===== src/rtl/simon_input_reader.sv =====
// simon_input_reader
// Player-input side of the Simon game. It synchronises and debounces the four
// active-low buttons and encodes the held button as a colour. Each accepted
// press is checked against the stored sequence, and the round result is
// reported as pass, fail or timeout.
// Build option: define SIMON_STRICT_CHORD_EN to fail the round immediately when
// two or more buttons are seen together while a press is being taken or held.

module simon_input_reader #(
  parameter  int unsigned DEBOUNCE_CYCLES = 500000,
  parameter  int unsigned TIMEOUT_CYCLES  = 250000000,
  parameter  int unsigned MAX_LEN         = 32,
  localparam int unsigned IDX_W           = $clog2(MAX_LEN)
) (
  input  logic             clk,
  input  logic             reset,
  input  logic             SimonBtnTL,
  input  logic             SimonBtnTR,
  input  logic             SimonBtnBL,
  input  logic             SimonBtnBR,
  input  logic             start,
  input  logic [IDX_W:0]   seq_len,
  output logic [IDX_W-1:0] exp_idx,
  input  logic [1:0]       exp_color,
  output logic [1:0]       led_color,
  output logic             led_en,
  output logic             busy,
  output logic             done,
  output logic             pass,
  output logic             fail,
  output logic             timeout
);

  localparam int unsigned LEN_W = IDX_W + 1;
  localparam int unsigned DB_W  = $clog2(DEBOUNCE_CYCLES + 1);
  localparam int unsigned TMO_W = $clog2(TIMEOUT_CYCLES + 1);

  localparam logic [LEN_W-1:0] LEN_MAX  = LEN_W'(MAX_LEN);
  localparam logic [DB_W-1:0]  DB_LAST  = DB_W'(DEBOUNCE_CYCLES - 1);
  localparam logic [DB_W-1:0]  DB_SAT   = DB_W'(DEBOUNCE_CYCLES);
  localparam logic [TMO_W-1:0] TMO_LAST = TMO_W'(TIMEOUT_CYCLES - 1);
  localparam logic [TMO_W-1:0] TMO_SAT  = TMO_W'(TIMEOUT_CYCLES);

  localparam logic [2:0] S_IDLE       = 3'd0;
  localparam logic [2:0] S_WAIT_PRESS = 3'd1;
  localparam logic [2:0] S_DB_DOWN    = 3'd2;
  localparam logic [2:0] S_HELD       = 3'd3;
  localparam logic [2:0] S_DB_UP      = 3'd4;

  // Raw buttons, bit index equals colour code: TL=0, TR=1, BL=2, BR=3.
  logic [3:0] btn_raw_c;
  assign btn_raw_c = {SimonBtnBR, SimonBtnBL, SimonBtnTR, SimonBtnTL};

  logic [3:0] sync1_q;
  logic [3:0] sync2_q;

  // Two-flop synchroniser per button; resets to the released (high) level.
  always_ff @(posedge clk) begin
    if (reset) begin
      sync1_q <= 4'hF;
      sync2_q <= 4'hF;
    end else begin
      sync1_q <= btn_raw_c;
      sync2_q <= sync1_q;
    end
  end

  logic [3:0] pressed_c;
  logic       any_c;
  logic [1:0] color_c;
  logic       chord_c;

  assign pressed_c = ~sync2_q;
  assign any_c     = |pressed_c;

  // Priority colour encode for chords: TL, then BL, then TR, then BR.
  always_comb begin
    color_c = 2'd0;
    if (pressed_c[0]) begin
      color_c = 2'd0;
    end else if (pressed_c[2]) begin
      color_c = 2'd2;
    end else if (pressed_c[1]) begin
      color_c = 2'd1;
    end else if (pressed_c[3]) begin
      color_c = 2'd3;
    end
  end

`ifdef SIMON_STRICT_CHORD_EN
  // More than one bit set means two or more buttons are down together.
  assign chord_c = (pressed_c & (pressed_c - 4'd1)) != 4'd0;
`else
  assign chord_c = 1'b0;
`endif

  logic [2:0]       state_q,     state_d;
  logic [LEN_W-1:0] len_q,       len_d;
  logic [IDX_W-1:0] idx_q,       idx_d;
  logic [DB_W-1:0]  db_cnt_q,    db_cnt_d;
  logic [TMO_W-1:0] tmo_cnt_q,   tmo_cnt_d;
  logic [1:0]       cand_q,      cand_d;
  logic             match_q,     match_d;
  logic [1:0]       led_color_q, led_color_d;
  logic             led_en_q,    led_en_d;
  logic             busy_q,      busy_d;
  logic             done_q,      done_d;
  logic             pass_q,      pass_d;
  logic             fail_q,      fail_d;
  logic             timeout_q,   timeout_d;

  logic             last_c;
  logic [DB_W-1:0]  db_inc_c;
  logic [TMO_W-1:0] tmo_inc_c;

  assign last_c    = (LEN_W'(idx_q) == (len_q - LEN_W'(1)));
  assign db_inc_c  = (db_cnt_q == DB_SAT) ? db_cnt_q : db_cnt_q + DB_W'(1);
  assign tmo_inc_c = (tmo_cnt_q == TMO_SAT) ? tmo_cnt_q : tmo_cnt_q + TMO_W'(1);

  // Next-state and output logic of the round checker.
  always_comb begin
    state_d     = state_q;
    len_d       = len_q;
    idx_d       = idx_q;
    db_cnt_d    = db_cnt_q;
    tmo_cnt_d   = tmo_cnt_q;
    cand_d      = cand_q;
    match_d     = match_q;
    led_color_d = led_color_q;
    led_en_d    = led_en_q;
    busy_d      = busy_q;
    done_d      = 1'b0;
    pass_d      = pass_q;
    fail_d      = fail_q;
    timeout_d   = timeout_q;

    case (state_q)
      S_IDLE: begin
        busy_d = 1'b0;
        if (start && !busy_q) begin
          pass_d    = 1'b0;
          fail_d    = 1'b0;
          timeout_d = 1'b0;
          idx_d     = '0;
          len_d     = (seq_len > LEN_MAX) ? LEN_MAX : seq_len;
          if (seq_len == '0) begin
            // An empty round is trivially passed.
            done_d = 1'b1;
            pass_d = 1'b1;
          end else begin
            busy_d    = 1'b1;
            tmo_cnt_d = '0;
            state_d   = S_WAIT_PRESS;
          end
        end
      end

      S_WAIT_PRESS: begin
        if (any_c) begin
          cand_d    = color_c;
          db_cnt_d  = '0;
          tmo_cnt_d = '0;
          state_d   = S_DB_DOWN;
        end else if (tmo_cnt_q == TMO_LAST) begin
          done_d    = 1'b1;
          fail_d    = 1'b1;
          timeout_d = 1'b1;
          busy_d    = 1'b0;
          state_d   = S_IDLE;
        end else begin
          tmo_cnt_d = tmo_inc_c;
        end
      end

      S_DB_DOWN: begin
        if (chord_c) begin
          done_d   = 1'b1;
          fail_d   = 1'b1;
          led_en_d = 1'b0;
          busy_d   = 1'b0;
          state_d  = S_IDLE;
        end else if (!any_c) begin
          // Bounce or glitch: go back to waiting with a fresh timeout.
          tmo_cnt_d = '0;
          state_d   = S_WAIT_PRESS;
        end else if (color_c != cand_q) begin
          cand_d   = color_c;
          db_cnt_d = '0;
        end else if (db_cnt_q == DB_LAST) begin
          led_color_d = cand_q;
          led_en_d    = 1'b1;
          match_d     = (cand_q == exp_color);
          state_d     = S_HELD;
        end else begin
          db_cnt_d = db_inc_c;
        end
      end

      S_HELD: begin
        if (chord_c) begin
          done_d   = 1'b1;
          fail_d   = 1'b1;
          led_en_d = 1'b0;
          busy_d   = 1'b0;
          state_d  = S_IDLE;
        end else if (!any_c) begin
          db_cnt_d = '0;
          state_d  = S_DB_UP;
        end
      end

      S_DB_UP: begin
        if (any_c) begin
          // Release bounced; the same press is still in progress.
          db_cnt_d = '0;
          state_d  = S_HELD;
        end else if (db_cnt_q == DB_LAST) begin
          led_en_d = 1'b0;
          if (!match_q) begin
            done_d  = 1'b1;
            fail_d  = 1'b1;
            busy_d  = 1'b0;
            state_d = S_IDLE;
          end else if (last_c) begin
            done_d  = 1'b1;
            pass_d  = 1'b1;
            busy_d  = 1'b0;
            state_d = S_IDLE;
          end else begin
            idx_d     = idx_q + IDX_W'(1);
            tmo_cnt_d = '0;
            state_d   = S_WAIT_PRESS;
          end
        end else begin
          db_cnt_d = db_inc_c;
        end
      end

      default: begin
        busy_d   = 1'b0;
        led_en_d = 1'b0;
        state_d  = S_IDLE;
      end
    endcase
  end

  // State and output registers.
  always_ff @(posedge clk) begin
    if (reset) begin
      state_q     <= S_IDLE;
      len_q       <= '0;
      idx_q       <= '0;
      db_cnt_q    <= '0;
      tmo_cnt_q   <= '0;
      cand_q      <= 2'd0;
      match_q     <= 1'b0;
      led_color_q <= 2'd0;
      led_en_q    <= 1'b0;
      busy_q      <= 1'b0;
      done_q      <= 1'b0;
      pass_q      <= 1'b0;
      fail_q      <= 1'b0;
      timeout_q   <= 1'b0;
    end else begin
      state_q     <= state_d;
      len_q       <= len_d;
      idx_q       <= idx_d;
      db_cnt_q    <= db_cnt_d;
      tmo_cnt_q   <= tmo_cnt_d;
      cand_q      <= cand_d;
      match_q     <= match_d;
      led_color_q <= led_color_d;
      led_en_q    <= led_en_d;
      busy_q      <= busy_d;
      done_q      <= done_d;
      pass_q      <= pass_d;
      fail_q      <= fail_d;
      timeout_q   <= timeout_d;
    end
  end

  assign exp_idx   = idx_q;
  assign led_color = led_color_q;
  assign led_en    = led_en_q;
  assign busy      = busy_q;
  assign done      = done_q;
  assign pass      = pass_q;
  assign fail      = fail_q;
  assign timeout   = timeout_q;

endmodule


===== config.mk =====
export PLATFORM = sky130hd
export DESIGN_NAME = simon_input_reader
export DESIGN_NICKNAME = d
export VERILOG_FILES = /design/src/rtl/simon_input_reader.sv
export SDC_FILE = /design/constraint.sdc
export NUM_CORES = 1
export LEC_CHECK = 0
export ABC_AREA = 1
export BUFFER_PORTS_ARGS = -buffer_cell sky130_fd_sc_hd__buf_2
export CAP_MARGIN = 10
export CELL_PAD_IN_SITES_DETAIL_PLACEMENT = 0
export CELL_PAD_IN_SITES_GLOBAL_PLACEMENT = 1
export CORE_MARGIN = 2
export CORE_UTILIZATION = 35
export CTS_CLUSTER_DIAMETER = 120
export CTS_CLUSTER_SIZE = 25
export DETAILED_ROUTE_END_ITERATION = 10
export GPL_ROUTABILITY_DRIVEN = 0
export PLACE_DENSITY_LB_ADDON = 0.1
export SLEW_MARGIN = 10
export SYNTH_ARGS = -nofsm -noshare
export SYNTH_HDL_FRONTEND = slang
export SYNTH_SLANG_ARGS = --single-unit

===== constraint.sdc =====
create_clock -name clk -period 2.3 [get_ports clk]
set_clock_uncertainty 0.05 [all_clocks]
set_input_delay 0.23 -clock clk [delete_from_list [all_inputs] [get_ports clk]]
set_output_delay 0.23 -clock clk [all_outputs]
set_load 0.01 [all_outputs]

## After elaboration in Yosys (flattened, before gate mapping)

Index checks and enable logic that the tools add are counted.

- Latch bits: 0
- Memory bits (read-only): 0
- Output and inout bits: 13
- Input port bits: 15
- Logic and storage cells: 170
- Memories: 0
- Bits in writable memories: 0
- Register bits after elaboration: 80

- Reduce and logical (&&, ||, !) cells: 25
- Eq/ne operators: 35
- $mul: 0
- Add/sub/neg operators: 4
- Shift operators: 0
- Order comparisons: 1
- Divide/modulo/power cells: 0
- Bitwise logic cells: 4
- Mux-type cells: 85

Operators by type and width:

| operator | number |
|---|---|
| $mux 28 | 10 |
| $mux 19 | 7 |
| $pmux 28 s4 | 1 |
| $pmux 19 s4 | 1 |
| $eq 28x28->1 const B | 2 |
| $eq 19x19->1 const B | 2 |
| $mux 1 | 34 |
| $ne 2x2->1 const B | 17 |
| $mux 3 | 10 |
| $add 28x1->28 const B | 1 |
| $mux 5 | 5 |
| $reduce_and 6->1 | 4 |
| $ne 3x3->1 const B | 7 |
| $add 19x1->19 const B | 1 |
| $reduce_and 4->1 | 4 |
| $pmux 3 s5 | 1 |
| $mux 2 | 7 |
| $reduce_and 7->1 | 2 |
| $pmux 5 s2 | 1 |
| $reduce_and 10->1 | 1 |
| $pmux 1 s3 | 3 |
| $reduce_bool 4->1 | 2 |
| $eq 3x2->1 const B | 2 |
| $eq 5x6->1 | 1 |
| other kinds (23) | 28 |

## Depth between registers and ports, before layout

Gate-level depths: netlist (run 1).

- Depth in word-level cells: 9
- Depth in mapped cells: 15
- Mapped depth without buffers: 15

## Worst setup path before layout (run 1)

OpenSTA, ideal clock, no wires.

- Kind: register to register
- Start point: register db_cnt_q[0]
- End point: register tmo_cnt_q[14]
- Period minus slack after synthesis: 1868 ps
- Data required time: 2122 ps
- Path buffers: 1
- Library setup time: 128 ps
- Stages on the path, launching flop included: 12
- Arrival time: 1690 ps
- Setup slack: 432 ps
- Path through: dfxtp_1 > ha_1 > nand3_1 > nor2_1 > nand3_1 > nand2_1 > nand2_1 > nor2_4 > nand3_4 > buf_2 > a21oi_1 > nor2_1

- Longest elaborated chain between the ends: 3

Ends and longest elaborated chain:

| element | RTL line | RTL |
|---|---|---|
| start: declaration | 100 | `logic [DB_W-1:0] db_cnt_q, db_cnt_d;` |
| start signal: assignment | 268 | `db_cnt_q <= db_cnt_d;` |
| $eq 19x19->1 | 217 | `end else if (db_cnt_q == DB_LAST) begin` |
| $ne 2x2->1 (no source line) | - |  |
| $reduce_and 10->1 (no source line) | - |  |
| end signal: assignment | 269 | `tmo_cnt_q <= tmo_cnt_d;` |
| end: declaration | 101 | `logic [TMO_W-1:0] tmo_cnt_q, tmo_cnt_d;` |

No other way between the ends.
A chain may end at the register's enable or synchronous reset.

## Worst setup path after layout (run 1)

- Start point: register db_cnt_q[0]
- End point: register busy_q (netlist: busy)

- Longest elaborated chain between the ends: 3

Ends and longest elaborated chain:

| element | RTL line | RTL |
|---|---|---|
| $eq 19x19->1 | 217 |  |
| $ne 2x2->1 (no source line) | - |  |
| $reduce_and 6->1 (no source line) | - |  |
| end signal: assignment | 274 | `busy_q <= busy_d;` |
| end: declaration | 106 | `logic busy_q, busy_d;` |

No other way between the ends.

==> run metrics, run 1 <==
Synth area leaders dfxtp_1, nand2_1, nor2_1, inv_1, nand3_1; Worst-path clk slew 0.07 ns; max-slew violations 0; Post-synth EDFFs 0; first-pass GRT wire length 24500 um; NetSw 2.13 mW; synth unique cells 37; vias 5265; most common cell in the netlist nand2_1; Worst Setup SP db_cnt_q[0]$_SDFFE_PP0P_; Worst VDD drop 477 uV; synthesized area per cell 6.03 um^2; Crit-path slowest cell dfxtp_1; Ys Warns 0; DR iter-0 viols 303; CTS HTree Levels 3; Post-DRT Antenna Nets 0; largest net degree at the start of global routing 34; Worst-Margin Slew 0.592 ns; #FFs+latches synth 80; min cycle time layout 2.09 ns; ys flop type dfxtp_1; Crit. End Element flop; dpl hpwl 11200 um; Hold Slack 0.0122 ns; layout cells sized above 1 0.132; crit path kind reg2reg; final design area excluding fillers 5990 um^2; post-route DRC violation count 0; IO Count 28; relative slew slack 0.601; Pre-Repair DR Iteration Count 5; Final Net Count 920; Sw Share 0.397; Layout Area Growth over Synthesis 18.2%; Mapped Area 5070 um^2; critical path arrival 2.28 ns; top cells by count, synth nand2_1, nor2_1, inv_1, dfxtp_1, nand3_1; endpoints failing hold 0; Reg power frac 0.327; slowest stage delay, CP 0.37 ns; FF/Latch Area 1600 um^2; Worst setup SP type flop; Cells after Synth 841; Total Routing Usage GR 0.192; die footprint 15500 um^2; core area 14000 um^2; Logic pwr share 0.374; fillcell total 1492; final setup vio count 0; drt wl/cell 13.5 um; Port Buffers 27; crit-path cells ha_2, nand3_1, nor2_1, nand3_1, buf_4, o21ai_0, nand2_1, nor2_1, nand3_1, nand2_1, nor2_1; die height 124 um; RSZ-0062 raised after global routing no; ant diodes 0; Required @ worst endpoint 2.50 ns; CP bufs+invs 1; worst skew pair latency 0.35 ns; max-cap violations 0; gr ovfl total 0; area of the multi-input gates 2990 um^2; PwrDens 895 nW/um^2; CTS tree built; vias in the first global route 4924; Starting Density 0.362; Int Power 3.24 mW; total CTS buffers 9; reg2reg start db_cnt_q[0]$_SDFFE_PP0P_; Num Clock Sinks 80; setup TNS 0 ns; ys async rst share 0; P_leak 2.49 nW; Die X 124 um; worst hold start SimonBtnTR; Synth top area share 0.316; Clk pwr share 0.299; sequential cell area fraction in the yosys report 0.316; family with the most delay on the worst path simple AND/OR/NAND/NOR gates; total wire length 14700 um; Hold Crit Class in2reg; outcome completed; Fmax achieved 0.479 GHz; area of placed instances 5630 um^2; initial antenna violation count 0; Root Buffer clkbuf_16; Period Utilization, post-route 0.907; syn_nets 862; site row count 43; drt via density 4.86; Max clock buf depth 2; largest fanout on the critical path 4; largest area contributor in the synthesized netlist dfxtp_1
## final timing paths
check	to	slack, ns	cells after the start
max	busy$_SDFFE_PP0P_	0.21	11
min	sync1_q[1]$_SDFF_PP1_	0.01	2
max reg2reg	busy$_SDFFE_PP0P_	0.21	11
min reg2reg	sync2_q[0]$_SDFF_PP1_	0.36	1
## worst register-to-register path, delay by kind of cell (launching register included)
kind,cells,cell delay (ns)
AND/OR/NAND/NOR,8,0.82
flip-flops,1,0.37
AO/OA/AOI/OAI,1,0.35
adder cells (fa/ha/maj),1,0.22
buffers and inverters,1,0.18
## cells in the final DEF (no fill, tap or decap), drive strengths merged
master       synthesis  final
o21ai               27     27
a211oi               4      4
clkbuf              12      9
xor2                11     11
nor3b                3      3
nor3                13     13
dfxtp               80     80
nor4                 1      1
or2                  8      8
and2                 1      1
clkinvlp             0      1
ha                   6      6
a31oi                1      1
a21oi               53     53
bufinv               0      2
a22oi                2      2
nor2               159    159
nand3b               4      4
buf                  5     63
clkinv               0      3
nand3               68     68
nand4               27     27
o211ai               2      2
nand2              236    236
dlygate4sd3          0      1
a21boi               1      1
xnor2                5      5
o21bai               1      1
inv                111    112
## layer usage
metal	GRT usage	vias to the layer above	share of wire
met1	0.271	2355	0.51
li1	-	2797	-
met5	0	-	0
met3	0.0236	13	0.035
met4	0.0608	0	0.014
met2	0.306	100	0.44
## power by group through the flow
stage / Clock [mW] / Sequential [mW] / Combinational, mW
floorplan: 0 / 1.76 / 1.42
global placement: 0 / 1.78 / 1.95
detailed placement: 0 / 1.78 / 1.95
CTS: 1.65 / 1.75 / 1.99
global route: 1.71 / 1.79 / 2.27
finish: 1.61 / 1.75 / 2.00
## sequential cells by signal (all words and copies together) (netlist names), 2 cells and up
signal     cells
led_color      2
cand_q         2
db_cnt_q      19
len_q          6
state_q        3
sync1_q        4
tmo_cnt_q     28
sync2_q        4
exp_idx        5
## kinds of logic after synthesis
group / share of synthesized area
AOI/OAI and AO/OA: 0.0965
and+or+nand+nor: 0.447
adders and majority gates: 0.0148
DFF: 0.316
buffers and inverters: 0.0977
xor gates and xnor gates: 0.0276
## metrics by stage
| stage | worst slack, ns | total power [mW] | utilization | instances |
|---|---|---|---|---|
| floorplan | 0.432 | 3.17 | - | 841 |
| global placement | 0.0492 | 3.73 | 0.402 | 1066 |
| detailed placement | -0.0182 | 3.73 | 0.402 | 1066 |
| CTS | 0.116 | 5.39 | 0.426 | 1083 |
| global route | 0.0106 | 5.77 | 0.428 | 1084 |
| finish | 0.213 | 5.36 | 0.428 | 1084 |
## final cells by class
type / count / area share
Sequential cell: 80 / 0.267
Multi-Input combinational cell: 633 / 0.499
Inverter: 111 / 0.0695
Clock inverter: 7 / 0.0175
Timing Repair Buffer: 64 / 0.0714
Tap cell: 180 / 0.0376
Clock buffer: 9 / 0.0376
## timing repair
item                                    in CTS  in global routing
endpoints found under the hold margin        0                  1
gates resized for setup                      0                  6
pin swaps                                    1                  0
setup buffers                                1                  0
hold buffers                                 0                  1
endpoints found under the setup margin      18                 29
Note: power is estimated with default switching activity, not from simulation.
==> run 2, diff against run 1 <==
CAP_MARGIN = 20   (was 10)
TNS_END_PERCENT = 5   (was unset)
clock period = 2.6 ns   (was 2.3 ns; I/O delays follow)
==> run 2 against run 1 <==
  * Utilization shrank 1.2 points
  * Power shrank 12%
  * Combinational power shrank 15%
  * Largest cell class unchanged
  * Via count shrank 0.99%
  * Critical path depth is the same
  * Die area is the same
  * Sequential power shrank 11%
  * Hold slack gained 0.030 ns
  * Non-clock buffer count shrank 21
==> run metrics, run 2 (synthesis results as in run 1) <==
PnR Total Power 4.74 mW; largest net degree at the start of global routing 44; core area 14000 um^2; critical path arrival 2.45 ns; P_leak 2.39 nW; drt wl/cell 13.4 um; Root Buffer clkbuf_16; Worst VDD drop 341 uV; max-cap violations 0; outcome completed; first-pass GRT wire length 24300 um; CP bufs+invs 1; total wire length 14300 um; largest registers tmo_cnt_q x28, db_cnt_q x19, len_q x6; Post-DRT Antenna Nets 0; crit-path cells ha_1, nand3_1, nor2_1, nand3_1, nand2_1, nand2_1, nor2_4, nand3_4, buf_12, a21oi_1, nor2_1; Starting Density 0.362; total CTS buffers 9; Crit. End Element flop; CTS tree built; Pre-Repair DR Iteration Count 4; Hold Crit Class in2reg; Biggest register tmo_cnt_q; Worst-Margin Slew 0.561 ns; DR iter-0 viols 266; family with the most delay on the worst path simple AND/OR/NAND/NOR gates; worst skew pair latency 0.34 ns; Num Clock Sinks 80; hold_buf cts 0; setup TNS 0 ns; crit path kind reg2reg; gr ovfl total 0; max-slew violations 0; Worst setup SP type flop; IO Count 28; CTS HTree Levels 3; max FFs per register 28; Worst-path clk slew 0.06 ns; most frequent cells in the layout nand2_1, nor2_1, inv_1, dfxtp_1, nand3_1; Max clock buf depth 2; ant diodes 0; die footprint 15500 um^2; die height 124 um; RSZ-0062 raised after global routing no; Die X 124 um; Required @ worst endpoint 2.79 ns; initial antenna violation count 0; most common cell after layout, fill and taps aside nand2_1; vias 5213; drt via density 4.90; Fmax achieved 0.443 GHz; Final Net Count 899; final setup vio count 0; dpl hpwl 10800 um; relative slew slack 0.622; slowest stage delay, CP 0.37 ns; largest fanout on the critical path 18; layout cells sized above 1 0.106; post-route DRC violation count 0; PwrDens 813 nW/um^2; post_cts resized 0; Total Routing Usage GR 0.192; Layout Area Growth over Synthesis 14.9%; min cycle time layout 2.26 ns; site row count 43; Period Utilization, post-route 0.869; endpoints failing hold 0; setup repair bufs after CTS 0; Port Buffers 27; Crit-path slowest cell dfxtp_1; vias in the first global route 4918
[run 2: cell types whose count changed in the layout (fill, tap and decap cells not counted), sizes merged]
cell | previous run | this run
bufinv | 2 | 3
clkinvlp | 1 | 0
clkinv | 3 | 2
dlygate4sd3 | 1 | 0
buf | 63 | 43
inv | 112 | 113
[run 2: worst register-to-register path, delay by kind of cell, from the launching register on]
kind,cells,cell delay (ns)
buf+inv,1,0.25
compound gates,1,0.12
simple gates,8,1.15
flops,1,0.37
fa+ha+maj,1,0.22
[run 2: layout make-up]
type / count / area [um^2]
Fill cell: 1521 / 8160
Multi-Input combinational cell: 633 / 2970
Sequential cell: 80 / 1600
Inverter: 111 / 417
Timing Repair Buffer: 43 / 268
Clock buffer: 9 / 225
Tap cell: 180 / 225
Clock inverter: 7 / 118
[run 2: per-stage QoR]
stage               cells   util  cell area (um^2)  hold WS, ns  setup WS, ns
finish               1063  0.417              5830       0.0426         0.340
global route         1063  0.417              5830       0.0354        0.0905
CTS                  1063  0.417              5830       0.0272         0.300
detailed placement   1047  0.392              5480        0.343         0.320
global placement     1047  0.392              5480        0.343         0.325
floorplan             841      -              5070        0.314         0.732
[run 2: routing by layer]
layer,up-vias,track usage,part of all wire
li1,2756,-,-
met5,-,0,0
met2,100,0.296,0.44
met1,2341,0.267,0.50
met4,0,0.0635,0.017
met3,16,0.0382,0.039
[run 2: report_power, final]
part | total (mW) | switching (mW) | internal, mW
Clock | 1.47 | 0.532 | 0.941
Sequential | 1.55 | 0.169 | 1.38
Combinational | 1.71 | 1.14 | 0.576
Total | 4.74 | 1.84 | 2.90
[run 2: path summary, 6_finish.rpt]
check / startpoint / to / slack (ns) / cells after the start
worst max-delay path: db_cnt_q[0]$_SDFFE_PP0P_ / tmo_cnt_q[4]$_SDFFE_PP0P_ / 0.34 / 11
worst min-delay path: SimonBtnTR / sync1_q[1]$_SDFF_PP1_ / 0.04 / 2
worst min register to register: sync1_q[2]$_SDFF_PP1_ / sync2_q[2]$_SDFF_PP1_ / 0.36 / 1
worst max register to register: db_cnt_q[0]$_SDFFE_PP0P_ / tmo_cnt_q[4]$_SDFFE_PP0P_ / 0.34 / 11
